### src/rtl/led_bank_arbiter_if.sv
// LED bank sharing bus: requester side (req/pattern) and arbiter side (gnt/busy/led).
`timescale 1ns/1ps
interface led_bank_arbiter_if #(
    parameter int NREQ = 4
);
    logic [NREQ-1:0]   req;
    logic [8*NREQ-1:0] pattern;
    logic [NREQ-1:0]   gnt;
    logic              busy;
    logic [7:0]        led;

    modport master (output req, pattern, input gnt, busy, led);
    modport slave  (input req, pattern, output gnt, busy, led);
endinterface

### src/rtl/led_bank_arbiter.sv
// Round-robin arbiter granting the 8-LED bank to one of NREQ pattern requesters
// for up to HOLD_TICKS prescaled ticks. Optional idle heartbeat: LED_HEARTBEAT_EN.
`timescale 1ns/1ps
module led_bank_arbiter #(
    parameter int NREQ       = 4,
    parameter int CLK_HZ     = 50_000_000,
    parameter int TICK_HZ    = 1000,
    parameter int HOLD_TICKS = 500
) (
    input  logic               clk,
    input  logic               reset,
    led_bank_arbiter_if.slave  bus
);
    localparam int DIV  = CLK_HZ / TICK_HZ;
    localparam int IDXW = $clog2(NREQ);
    localparam int PSW  = $clog2(DIV);
    localparam int HCW  = $clog2(HOLD_TICKS) + 1;

    localparam logic [1:0] IDLE = 2'd0;
    localparam logic [1:0] HOLD = 2'd1;
    localparam logic [1:0] GAP  = 2'd2;

    logic [1:0]      state;
    logic [IDXW-1:0] rr_ptr;
    logic [IDXW-1:0] owner;
    logic [HCW-1:0]  hold_cnt;
    logic [PSW-1:0]  prescaler;
    logic            tick;

    logic [IDXW-1:0] pick;
    logic            pick_valid;
    logic [NREQ-1:0] pick_onehot;
    logic [IDXW-1:0] next_ptr;
    logic            hold_exit;
    logic [7:0]      idle_led;
    logic [7:0]      pat_arr [NREQ];
    int              j;

    // Free-running tick source; grant events never disturb its phase.
    assign tick = (prescaler == PSW'(DIV - 1));

    // NOTE: state registers use non-blocking assignments so every flop samples pre-edge values.
    always_ff @(posedge clk or negedge reset) begin
        if (!reset) begin
            prescaler <= '0;
        end else if (tick) begin
            prescaler <= '0;
        end else begin
            prescaler <= prescaler + 1'b1;
        end
    end

    // NOTE: every variable written in always_comb gets a default first, so no latch is inferred.
    always_comb begin
        pick        = '0;
        pick_valid  = 1'b0;
        pick_onehot = '0;
        j           = 0;
        for (int k = 0; k < NREQ; k++) begin
            j = int'(rr_ptr) + k;
            if (j >= NREQ) j = j - NREQ;
            if (!pick_valid && bus.req[j]) begin
                pick       = IDXW'(j);
                pick_valid = 1'b1;
            end
        end
        pick_onehot[pick] = 1'b1;
    end

    always_comb begin
        for (int k = 0; k < NREQ; k++) begin
            pat_arr[k] = bus.pattern[8*k +: 8];
        end
    end

    assign next_ptr  = (owner == IDXW'(NREQ - 1)) ? '0 : owner + 1'b1;
    assign hold_exit = !bus.req[owner] ||
                       (tick && (hold_cnt == HCW'(HOLD_TICKS - 1)));

`ifdef LED_HEARTBEAT_EN
    localparam int HB_TICKS = TICK_HZ / 2;
    localparam int HBW      = $clog2(HB_TICKS) + 1;

    logic           hb;
    logic [HBW-1:0] hb_cnt;

    // Heartbeat only advances while the bank is idle; it freezes across HOLD/GAP.
    always_ff @(posedge clk or negedge reset) begin
        if (!reset) begin
            hb     <= 1'b0;
            hb_cnt <= '0;
        end else if (state == IDLE && tick) begin
            if (hb_cnt == HBW'(HB_TICKS - 1)) begin
                hb     <= ~hb;
                hb_cnt <= '0;
            end else begin
                hb_cnt <= hb_cnt + 1'b1;
            end
        end
    end

    assign idle_led = {7'b0, hb};
`else
    assign idle_led = 8'h00;
`endif

    always_ff @(posedge clk or negedge reset) begin
        if (!reset) begin
            state    <= IDLE;
            rr_ptr   <= '0;
            owner    <= '0;
            hold_cnt <= '0;
            bus.gnt  <= '0;
            bus.busy <= 1'b0;
            bus.led  <= 8'h00;
        end else begin
            case (state)
                IDLE: begin
                    if (pick_valid) begin
                        state    <= HOLD;
                        owner    <= pick;
                        hold_cnt <= '0;
                        bus.gnt  <= pick_onehot;
                        bus.busy <= 1'b1;
                        bus.led  <= 8'h00;
                    end else begin
                        bus.led  <= idle_led;
                    end
                end
                HOLD: begin
                    if (hold_exit) begin
                        state    <= GAP;
                        rr_ptr   <= next_ptr;
                        bus.gnt  <= '0;
                        bus.busy <= 1'b0;
                        bus.led  <= 8'h00;
                    end else begin
                        bus.led <= pat_arr[owner];
                        if (tick) hold_cnt <= hold_cnt + 1'b1;
                    end
                end
                GAP: begin
                    state   <= IDLE;
                    bus.led <= 8'h00;
                end
                default: begin
                    state    <= IDLE;
                    bus.gnt  <= '0;
                    bus.busy <= 1'b0;
                    bus.led  <= 8'h00;
                end
            endcase
        end
    end

    a_gnt_onehot: assert property (@(posedge clk) disable iff (!reset) $onehot0(bus.gnt));
    a_busy_match: assert property (@(posedge clk) disable iff (!reset) bus.busy == (|bus.gnt));

endmodule
### src/flat_wrapper.sv
// flat-port wrapper written by rule: the top's interface ports become plain ports
module led_bank_arbiter_flat 
#(
    parameter int NREQ       = 4,
    parameter int CLK_HZ     = 50_000_000,
    parameter int TICK_HZ    = 1000,
    parameter int HOLD_TICKS = 500
)
  (clk, reset, bus_req, bus_pattern, bus_gnt, bus_busy, bus_led);
  led_bank_arbiter_if #(.NREQ(NREQ)) bus_i ();
  input  logic clk;
  input  logic reset;
  input wire logic [$bits(bus_i.req)-1:0] bus_req;
  input wire logic [$bits(bus_i.pattern)-1:0] bus_pattern;
  output wire logic [$bits(bus_i.gnt)-1:0] bus_gnt;
  output wire logic [$bits(bus_i.busy)-1:0] bus_busy;
  output wire logic [$bits(bus_i.led)-1:0] bus_led;
  assign bus_i.req = bus_req;
  assign bus_i.pattern = bus_pattern;
  assign bus_gnt = bus_i.gnt;
  assign bus_busy = bus_i.busy;
  assign bus_led = bus_i.led;
  led_bank_arbiter #(.NREQ(NREQ), .CLK_HZ(CLK_HZ), .TICK_HZ(TICK_HZ), .HOLD_TICKS(HOLD_TICKS)) u_core (.clk(clk), .reset(reset), .bus(bus_i));
endmodule
### config.mk
export PLATFORM = sky130hd
export DESIGN_NAME = led_bank_arbiter_flat
export DESIGN_NICKNAME = d
export VERILOG_FILES = /design/src/rtl/led_bank_arbiter_if.sv /design/src/rtl/led_bank_arbiter.sv /design/src/flat_wrapper.sv
export SDC_FILE = /design/constraint.sdc
export NUM_CORES = 1
export LEC_CHECK = 0
export BUFFER_PORTS_ARGS = -buffer_cell sky130_fd_sc_hd__buf_2
export CORE_MARGIN = 5
export CORE_UTILIZATION = 56
export CTS_BUF_LIST = sky130_fd_sc_hd__clkbuf_4 sky130_fd_sc_hd__clkbuf_8
export DETAILED_ROUTE_END_ITERATION = 7
export PLACE_DENSITY = 0.82
export SLEW_MARGIN = 30
export SYNTH_ARGS = -nofsm -noshare
export SYNTH_HDL_FRONTEND = slang
export SYNTH_SLANG_ARGS = --single-unit
export TNS_END_PERCENT = 100
### constraint.sdc
create_clock -name clk -period 2.3 [get_ports clk]
set_clock_uncertainty 0.05 [all_clocks]
set_input_delay 0.23 -clock clk [delete_from_list [all_inputs] [get_ports clk]]
set_output_delay 0.23 -clock clk [all_outputs]
set_load 0.05 [all_outputs]
Word-level counts from Yosys, hierarchy flattened

Cells that the tools add are included.
W data, S select, Z words.

Add/sub/neg operators: 10
$lt $le $gt $ge: 12
Eq/ne operators: 9
Mux-type cells: 48
Bitwise operators: 2
Reductions and logical operators: 17

Operators with widths:

| kind                    | number |
|---|---|
| $lt A32 B4 Y1 const B   | 4 |
| $mux W32                | 4 |
| $ge A32 B4 Y1 const B   | 3 |
| $sub A32 B4 Y32 const B | 3 |
| $mux W8                 | 4 |
| $mux W10                | 3 |
| $pmux W10 S2            | 1 |
| $add A16 B1 Y16 const B | 1 |
| $bmux W8 S2             | 1 |
| $eq A16 B16 Y1 const B  | 1 |
| $mux W1                 | 16 |
| $mux W16                | 1 |
| $mux W2                 | 7 |
| $pmux W4 S3             | 1 |
| $add A10 B1 Y10 const B | 1 |
| $bmux W1 S2             | 5 |
| $eq A10 B9 Y1 const B   | 1 |
| $mux W4                 | 2 |
| $add A2 B2 Y3 const B   | 2 |
| $lt A2 B3 Y1 const B    | 2 |
| $ne A2 B1 Y1 const B    | 3 |
| $reduce_and A2 Y1       | 3 |
| $logic_and A1 B1 Y1     | 5 |
| $eq A2 B2 Y1 const B    | 2 |
| other kinds (19)        | 22 |

Bits in registers: 45
Input port bits: 38
Output and inout bits: 13
Word-level logic and storage cells: 106

Depth between registers and ports, before layout

Gate-level depths: netlist of the first run.

Depth after elaboration: 21
Mapped depth: 8
Gate-level depth less buffers: 6

Worst setup path after synthesis of the first run

OpenSTA, ideal clock, no wires.

Kind: reg-to-reg
Start: register u_core.prescaler[0]
End: register u_core.rr_ptr[0]
Library setup time: 0.125 ns
Arrival: 1.783 ns
Required time: 2.125 ns
Path slack: 0.342 ns
Stages on the path, launching flop included: 8
Path buffers: 1
Period minus slack after synthesis: 1.958 ns
Path through: dfrtp_1 > ha_1 > and3_1 > and4_1 > buf_4 > a21boi_1 > nand2b_1 > mux2_2

Longest elaborated chain between the ends: 4

Ends and longest elaborated chain:

| element                            | RTL line                | source |
|---|---|---|
| from (decl)                        | led_bank_arbiter.sv:27  | `logic [PSW-1:0] prescaler;` |
| from (signal assigned)             | led_bank_arbiter.sv:49  | `prescaler <= prescaler + 1'b1;` |
| $eq A16 B16 Y1                     | led_bank_arbiter.sv:40  | `assign tick = (prescaler == PSW'(DIV - 1));` |
| $logic_and A1 B1 Y1                | led_bank_arbiter.sv:78  | `(tick && (hold_cnt == HCW'(HOLD_TICKS - 1)));` |
| $logic_or A1 B1 Y1                 | led_bank_arbiter.sv:77  | `assign hold_exit = !bus.req[owner] \|\|` |
| $reduce_and A2 Y1 (no source line) | -                       |  |
| to (signal assigned)               | led_bank_arbiter.sv:133 | `rr_ptr <= next_ptr;` |
| to (decl)                          | led_bank_arbiter.sv:24  | `logic [IDXW-1:0] rr_ptr;` |

Every way passes these cells.
A chain may end at the register's enable or synchronous reset.

Worst setup path after layout of the first run

Start: register u_core.prescaler[0]
End: register u_core.hold_cnt[5]

Longest elaborated chain between the ends: 5
Elaborated cells between the ends (all ways): 6
Those cells by class: eq/ne (3); reduce/logical (3)

Ends and longest elaborated chain:

| element                                | RTL line                | source |
|---|---|---|
| $eq A16 B16 Y1 (*)                     | led_bank_arbiter.sv:40  |  |
| $logic_and A1 B1 Y1                    | led_bank_arbiter.sv:78  |  |
| $logic_or A1 B1 Y1                     | led_bank_arbiter.sv:77  |  |
| $ne A2 B2 Y1 (no source line)          | -                       |  |
| $reduce_and A4 Y1 (no source line) (*) | -                       |  |
| to (signal assigned)                   | led_bank_arbiter.sv:139 | `if (tick) hold_cnt <= hold_cnt + 1'b1;` |
| to (decl)                              | led_bank_arbiter.sv:26  | `logic [HCW-1:0] hold_cnt;` |

Mark *: on every way between the ends. The rest lies on a longest branch, timed or not.

==> impl_metrics.toml, run 1 <==
[min_path]
whs_path_depth = 3
worstHoldPathType = "in2reg"

[yosys]
post_synth.cell_area_avg_um2 = 10.6
synth_edf_count = 0
yosysWarnings = 0
synth_sequential_area_ratio = 0.476
postSynthCellCount = 223
yosys_register_bits = 45
post_synth_num_cell_types = 45
syn-num-nets = 264
yosysTopAreaCell = "dfrtp_1"
syn_area_mm2 = 0.00236
post_synth_top_area_share = 0.476
postSynth.asyncResetShare = 1.00
netlist_top_cells_area = "dfrtp_1, mux4_2, nand3_1, xor2_1, and3_1"
synth-main-ff-cell = "dfrtp_1"

[clocking]
cts.reportedPaths.clkPinSlew_ns = 0.08
htreeDepth = 2
worstSkewPairLatency_ns = 0.30
post_cts_buffers = 0
cts-buffers-inserted = 5
cts.sinks = 45
root_buffer = "clkbuf_8"
tritoncts = "done"
clock_tree.buffer_depth = 2
gates_resized_cts_repair = 0

[setup_path]
worst_ep_arrival_time_ns = 2.24
worst_setup_path_end_kind = "flip-flop"
worst-setup-path-type = "reg2reg"
worstSetupStartpointType = "flip-flop"
worst-endpoint-required_ns = 2.44
timing.reg2reg.worst_path_depth = 6
worst-path-max-fanout = 6

[final_layout]
total_area_of_multi_input_combinational_cells_mm2 = 0.00116
layout.cell_area.non_filler_mm2 = 0.00277
final_net_count = 320
drive_gt1_frac = 0.277
top_library_cells_by_usage_in_the_layout_fill_and_taps_aside = "buf_2, dfrtp_1, nor2_1"
stdcell_count = 328
layout.cells.most_common = "buf_2"
layout-area-overhead-vs-synth_pct = 17.2
fillCellCount = 308
register_area_mm2 = 0.00113
antenna_cells = 0

[floorplan]
placement_rows = 23
die_w_um = 75.0
effective_utilization_at_floorplan = 0.583
floorplan.io_pins = 51
core_region_area_mm2 = 0.00406
die_area_mm2 = 0.00562
die_h_um = 75.0

[pwr]
share_of_power_burned_in_combinational_logic = 0.446
power_per_cell_area_mw_per_mm2 = 966
seq_power_share = 0.382
p_sw_frac = 0.417
power.share.clock = 0.172
power.internal_w = 0.00156
ir_worst_vdd_mv = 0.864
power.switching_w = 0.00112
leakage_nw = 1.38

[drt]
viasPerCell = 5.71
route.final.wire_length_mm = 5.11
drtPass1Iterations = 4
drtAntennaViolNets = 0
via_count = 1873
drt_iter0_markers = 155
detail_route.drc_violations = 0
routed_wire_length_per_instance_um = 15.6

[global_routing]
grt_start_max_net_pins = 26
grt_first_pass_wirelength_mm = 8.77
grt_pass1_vias = 1934
grt_antenna_before_repair = 0
track_usage = 0.207
global_route.overflow_total = 0

[flow_run]
timing.max_cap.violations = 0

[timing]
fin_setup_tns_ns = 0
layout_min_cycle_time_ns = 2.10
timing.hold.ws_ns = 0.332
maxSlewHeadroom = 0.609
finalHoldViolations = 0
fin_crit_share = 0.911
rsz0062_at_grt = "no"
timing.fmax_mhz = 477
slew_viol_final = 0
setup_viols_final = 0
worst-slew-pin-transition_ns = 0.581

[placement]
gp_routability_congestion = 0.805
portBuffers = 50
dpl-instance-area_mm2 = 0.00269
dp_hpwl_mm = 4.00
dp.cells = 321

[status]
run_status = "finished clean"
## final timing paths
kind                                               start                             end  slack (ns)
setup / recovery           u_core.prescaler[0]$_DFF_PN0_  u_core.hold_cnt[5]$_DFFE_PN0P_        0.20
hold / removal                            bus_pattern[6]     u_core.bus.led[6]$_DFF_PN0_        0.33
setup reg to reg           u_core.prescaler[0]$_DFF_PN0_  u_core.hold_cnt[5]$_DFFE_PN0P_        0.20
hold reg to reg            u_core.prescaler[7]$_DFF_PN0_   u_core.prescaler[7]$_DFF_PN0_        0.45
max in group asynchronous                          reset     u_core.owner[0]$_DFFE_PN0P_        1.25
min in group asynchronous                          reset     u_core.bus.led[0]$_DFF_PN0_        0.38
## cells in the mapped netlist (2+ instances only)
library cell / n
a21o_1: 2
a21oi_1: 6
a31oi_1: 2
and2_1: 2
and3_1: 12
and4_1: 4
buf_2: 3
clkbuf_1: 4
dfrtp_1: 45
ha_1: 3
inv_1: 10
mux2_2: 2
mux2i_1: 2
mux4_2: 9
nand2_1: 16
nand2b_1: 2
nand3_1: 19
nand4_1: 7
nor2_1: 20
nor3_1: 2
nor4_1: 2
nor4b_1: 2
nor4bb_1: 2
o211ai_1: 2
o21ai_0: 6
o221ai_1: 2
o31ai_1: 4
or3_1: 2
xnor2_1: 4
xor2_1: 10
## repair_timing
item | in CTS | in global routing
hold buffers | 1 | 0
endpoints found under the hold margin | 23 | 0
setup endpoints to repair | 0 | 0
## worst max-delay path, cell delays in order (launching register included)
cell     delay [ns]
dfrtp_1        0.40
ha_1           0.21
and3_1         0.23
and4_1         0.36
nand4_1        0.22
o211a_1        0.25
a211o_1        0.26
## metal layers
| layer | track usage | part of all wire |
|---|---|---|
| met3 | 0.0441 | 0.037 |
| met2 | 0.364 | 0.52 |
| met5 | 0 | 0 |
| met1 | 0.248 | 0.42 |
| met4 | 0.0810 | 0.020 |
## cells by family (layout without fill, tap and decap cells)
kind of cell	after synthesis	count (layout)	share of synthesized area
AO/OA/AOI/OAI	33	33	0.0979
XOR/XNOR	14	14	0.0518
adder cells (fa/ha/maj)	3	3	0.0159
buffers and inverters	19	74	0.0333
flip-flops	45	45	0.476
multiplexers	13	13	0.104
AND/OR/NAND/NOR	96	96	0.221
## layout make-up
cell class | instances | area share
repair buffers | 58 | 0.113
clock inverters | 1 | 0.00181
well taps | 50 | 0.0226
multi-input cells | 159 | 0.418
flip-flops and latches | 45 | 0.406
clock buffers | 5 | 0.0248
inverters | 10 | 0.0135
## state kept, by name, indices dropped and copies added (netlist names)
name,count
u_core.prescaler,16
u_core.hold_cnt,10
u_core.bus.led,8
u_core.bus.gnt,4
u_core.owner,2
u_core.rr_ptr,2
u_core.state,2
u_core.bus.busy,1
## power groups by stage
stage	clock network [W]	logic, W	registers [W]
2_1_floorplan	0	0.000625	0.00130
3_3_place_gp	0	0.00117	0.00103
3_5_place_dp	0	0.00120	0.00104
4_1_cts	0.000461	0.00120	0.00102
5_1_grt	0.000499	0.00131	0.00105
6_report	0.000461	0.00119	0.00102
## stage by stage
step	total power, W	setup slack [ns]	utilization
5_1_grt	0.00285	0.107	0.683
2_1_floorplan	0.00192	0.342	-
6_report	0.00268	0.204	0.683
3_3_place_gp	0.00220	0.275	0.663
3_5_place_dp	0.00224	0.232	0.663
4_1_cts	0.00268	0.217	0.683
Power figures use the tool's default switching activity.
==> run 2, diff against run 1 <==
- RECOVER_POWER: default -> 100
==> impl_metrics.toml, run 2 (synthesis results as in run 1) <==
[timing]
finalHoldViolations = 0
slew_viol_final = 0
fin_crit_share = 0.922
maxSlewHeadroom = 0.169
timing.fmax_mhz = 471
final_critical_path_setup_slack_ns = 0.179
worst-slew-pin-transition_ns = 1.25
layout_min_cycle_time_ns = 2.12
setup_viols_final = 0
rsz0062_at_grt = "no"
fin_setup_tns_ns = 0

[pwr]
leakage_nw = 1.32
ir_worst_vdd_mv = 0.905
power_per_cell_area_mw_per_mm2 = 966
total_power_w = 0.00266

[clocking]
cts.reportedPaths.clkPinSlew_ns = 0.08
htreeDepth = 2
cts.sinks = 45
post_cts_buffers = 0
cts_hold_repair.buffers = 1
worstSkewPairLatency_ns = 0.30
cts-buffers-inserted = 5
gates_resized_cts_repair = 0
clock_tree.buffer_depth = 2
tritoncts = "done"
root_buffer = "clkbuf_8"

[placement]
gp_routability_congestion = 0.805
place_ws_ns = 0.232
portBuffers = 50
dp_hpwl_mm = 4.00
dpl-instance-area_mm2 = 0.00269

[final_layout]
top_library_cells_by_usage_in_the_layout_fill_and_taps_aside = "dfrtp_1, buf_2, nor2_1"
reg_top3 = "u_core.prescaler x16, u_core.hold_cnt x10, u_core.bus.led x8"
drive_gt1_frac = 0.223
final_net_count = 320
flip_flop_count_of_the_largest_register_all_copies_and_words_added = 16
layout.cells.most_common = "dfrtp_1"
fillCellCount = 317
layout-area-overhead-vs-synth_pct = 16.2
total_area_of_multi_input_combinational_cells_mm2 = 0.00116
antenna_cells = 0
final_core_utilization = 0.677
register_area_mm2 = 0.00113
layout.cell_area.non_filler_mm2 = 0.00275
regMostFlops = "u_core.prescaler"

[status]
run_status = "finished clean"

[global_routing]
grt_first_pass_wirelength_mm = 8.77
track_usage = 0.207
grt_antenna_before_repair = 0
grt_start_max_net_pins = 26
grt_pass1_vias = 1934
global_route.overflow_total = 0

[setup_path]
worst_setup_path_end_kind = "flip-flop"
worst-endpoint-required_ns = 2.44
worst-path-max-fanout = 6
worstSetupStartpointType = "flip-flop"
worst_ep_arrival_time_ns = 2.26
worst-setup-path-type = "reg2reg"

[floorplan]
die_h_um = 75.0
effective_utilization_at_floorplan = 0.583
core_region_area_mm2 = 0.00406
placement_rows = 23
floorplan.io_pins = 51
die_area_mm2 = 0.00562
die_w_um = 75.0

[flow_run]
timing.max_cap.violations = 0

[drt]
routed_wire_length_per_instance_um = 15.6
via_count = 1868
drtPass1Iterations = 4
viasPerCell = 5.70
detail_route.drc_violations = 0
drt_iter0_markers = 170
route.final.wire_length_mm = 5.10
drtAntennaViolNets = 0

[min_path]
worstHoldPathType = "in2reg"
==> run 2: final cells by class <==
type	count	share of cell area
timing repair buffer	58	0.105
clock inverter	1	0.00182
inverter	10	0.0137
sequential	45	0.410
multi-input combinational	159	0.422
tap	50	0.0228
clock buffer	5	0.0250
==> run 2: critical path: stages (launching register included) <==
cell	delay (ns)
dfrtp_1	0.42
ha_1	0.24
and3_1	0.23
and4_1	0.25
a21boi_0	0.27
nand2b_1	0.21
mux2_2	0.35
==> run 2: stage by stage <==
step,instances,hold slack (ns)
6_report,328,0.336
3_5_place_dp,321,0.183
5_1_grt,328,0.351
3_3_place_gp,321,0.179
2_1_floorplan,223,-0.116
4_1_cts,328,0.339
==> run 2: final timing paths <==
| kind | start | to | slack [ns] | depth (start not counted) |
|---|---|---|---|---|
| setup / recovery | u_core.prescaler[0]$_DFF_PN0_ | u_core.rr_ptr[1]$_DFFE_PN0P_ | 0.18 | 6 |
| hold / removal | bus_pattern[23] | u_core.bus.led[7]$_DFF_PN0_ | 0.34 | 3 |
| setup reg to reg | u_core.prescaler[0]$_DFF_PN0_ | u_core.rr_ptr[1]$_DFFE_PN0P_ | 0.18 | 6 |
| hold reg to reg | u_core.prescaler[7]$_DFF_PN0_ | u_core.prescaler[7]$_DFF_PN0_ | 0.45 | 1 |
| max in group asynchronous | reset | u_core.hold_cnt[0]$_DFFE_PN0P_ | 0.45 | 3 |
| min in group asynchronous | reset | u_core.bus.led[0]$_DFF_PN0_ | 0.66 | 2 |
==> run 2: power breakdown <==
group	leakage, nW	internal, W	total, W	switching [W]
Combinational	0.690	0.000413	0.00117	0.000757
Sequential	0.594	0.000923	0.00103	0.000102
Clock	0.0399	0.000200	0.000460	0.000260
==> run 2: routing by layer <==
metal	GRT usage	up-vias	wire, um
met4	0.0810	0	104
met1	0.248	892	2160
met3	0.0441	14	168
met5	0	-	0
li1	-	931	-
met2	0.364	31	2670
==> run 3, diff against run 2 <==
- GPL_TIMING_DRIVEN: default -> 0
- SKIP_LAST_GASP: default -> 1
==> impl_metrics.toml, run 3 (synthesis results as in run 1) <==
[setup_path]
worst-setup-path-type = "reg2reg"
critical_path.n_buffers_inverters = 1
timing.rr.start = "u_core.prescaler[0]$_DFF_PN0_"
critical-path-top-delay-family = "simple AND/OR/NAND/NOR gates"
worst-path-max-fanout = 9
worst-endpoint-required_ns = 2.43
critical-path-slowest-cell = "dfrtp_1"
worst_setup_path_end_kind = "flip-flop"
cp-startpoint = "u_core.prescaler[0]$_DFF_PN0_"
worst_ep_arrival_time_ns = 2.28
critical-path-max-stage-delay_ns = 0.41
worstSetupStartpointType = "flip-flop"
cp_cell_sequence = "ha_1, and3_1, and4_1, buf_4, a21boi_1, nand2b_1, mux2_2"

[status]
run_status = "finished clean"

[clocking]
cts-buffers-inserted = 5
tritoncts = "done"
cts.sinks = 45
cts.reportedPaths.clkPinSlew_ns = 0.08
clock_tree.buffer_depth = 2
worstSkewPairLatency_ns = 0.31
htreeDepth = 2
root_buffer = "clkbuf_8"

[floorplan]
placement_rows = 23
floorplan.io_pins = 51
core_region_area_mm2 = 0.00406
effective_utilization_at_floorplan = 0.583
die_w_um = 75.0
die_area_mm2 = 0.00562
die_h_um = 75.0

[global_routing]
grt_antenna_before_repair = 0
grt_first_pass_wirelength_mm = 8.73
global_route.overflow_total = 0
grt_start_max_net_pins = 46
grt_pass1_vias = 1992
track_usage = 0.199

[timing]
fin_setup_tns_ns = 0
maxSlewHeadroom = 0.293
slew_viol_final = 0
timing.fmax_mhz = 467
worst-slew-pin-transition_ns = 1.06
fin_crit_share = 0.931
setup_viols_final = 0
finalHoldViolations = 0
timing.hold.ws_ns = 0.337
layout_min_cycle_time_ns = 2.14
rsz0062_at_grt = "no"

[final_layout]
layout-area-overhead-vs-synth_pct = 16.7
reg_top3 = "u_core.prescaler x16, u_core.hold_cnt x10, u_core.bus.led x8"
regMostFlops = "u_core.prescaler"
top_library_cells_by_usage_in_the_layout_fill_and_taps_aside = "dfrtp_1, buf_2, nor2_1"
layout.cells.most_common = "dfrtp_1"
drive_gt1_frac = 0.216
flip_flop_count_of_the_largest_register_all_copies_and_words_added = 16
final_net_count = 322
stdcell_count = 332
antenna_cells = 0

[drt]
detail_route.drc_violations = 0
route.final.wire_length_mm = 4.97
drtAntennaViolNets = 0
routed_wire_length_per_instance_um = 15.0
drt_iter0_markers = 103
drtPass1Iterations = 4
viasPerCell = 5.73
via_count = 1902

[flow_run]
timing.max_cap.violations = 0

[placement]
dp_hpwl_mm = 3.72
gp_routability_congestion = 0.791
dp.cells = 323
portBuffers = 50

[pwr]
total_power_w = 0.00266
leakage_nw = 1.31
ir_worst_vdd_mv = 0.735
power_per_cell_area_mw_per_mm2 = 965

[min_path]
hp-start = "bus_pattern[23]"
worstHoldPathType = "in2reg"
-- run 3: cell count changes in the layout (fill, tap and decap cells not counted) --
cell,change
clkinvlp_4,+3
buf_4,-4
a21boi_1,+1
buf_1,+1
buf_2,+1
clkinv_2,-1
clkbuf_1,+4
a21boi_0,-1
-- run 3: worst register-to-register path: stages, from the launching register on --
cell,delay (ns)
dfrtp_1,0.41
ha_1,0.24
and3_1,0.23
and4_1,0.16
buf_4,0.17
a21boi_1,0.21
nand2b_1,0.20
mux2_2,0.35
-- run 3: layer usage --
metal / routed length (um) / global-route usage
met1: 2190 / 0.253
met2: 2510 / 0.337
met3: 209 / 0.0481
met4: 58 / 0.0652
met5: 0 / 0
-- run 3: repair_timing --
item	CTS	global route
resized for setup	0	0
buffers inserted	0	0
hold endpoints to repair	0	45
hold buffers	0	1
-- run 3: final cells by class --
cell class	instances	area, um^2
clock buffers	5	68.8
clock inverters	3	22.5
repair buffers	51	244
plain buffers	9	38.8
well taps	50	62.6
flip-flops and latches	45	1130
multi-input cells	159	1160
fillers	323	1300
inverters	10	37.5
-- run 3: worst paths after layout --
kind,slack (ns),to,depth (start not counted)
max,0.16,u_core.rr_ptr[1]$_DFFE_PN0P_,7
min,0.34,u_core.bus.led[7]$_DFF_PN0_,3
max reg2reg,0.16,u_core.rr_ptr[1]$_DFFE_PN0P_,7
min reg2reg,0.44,u_core.prescaler[0]$_DFF_PN0_,1
max in group asynchronous,0.95,u_core.owner[0]$_DFFE_PN0P_,2
min in group asynchronous,0.59,u_core.prescaler[6]$_DFF_PN0_,2
-- run 3: metrics by stage --
step,util,worst slack [ns],instance area (um^2)
2_1_floorplan,-,0.342,2360
3_3_place_gp,0.660,0.182,2680
3_5_place_dp,0.660,0.193,2680
4_1_cts,0.682,0.159,2770
5_1_grt,0.680,0.0471,2760
6_report,0.680,0.159,2760
-- run 3: report_power, final --
part,internal [W],switching (W),leakage (nW)
clock network,0.000213,0.000277,0.0364
registers,0.000923,0.0000868,0.594
logic,0.000393,0.000770,0.681
total,0.00153,0.00113,1.31
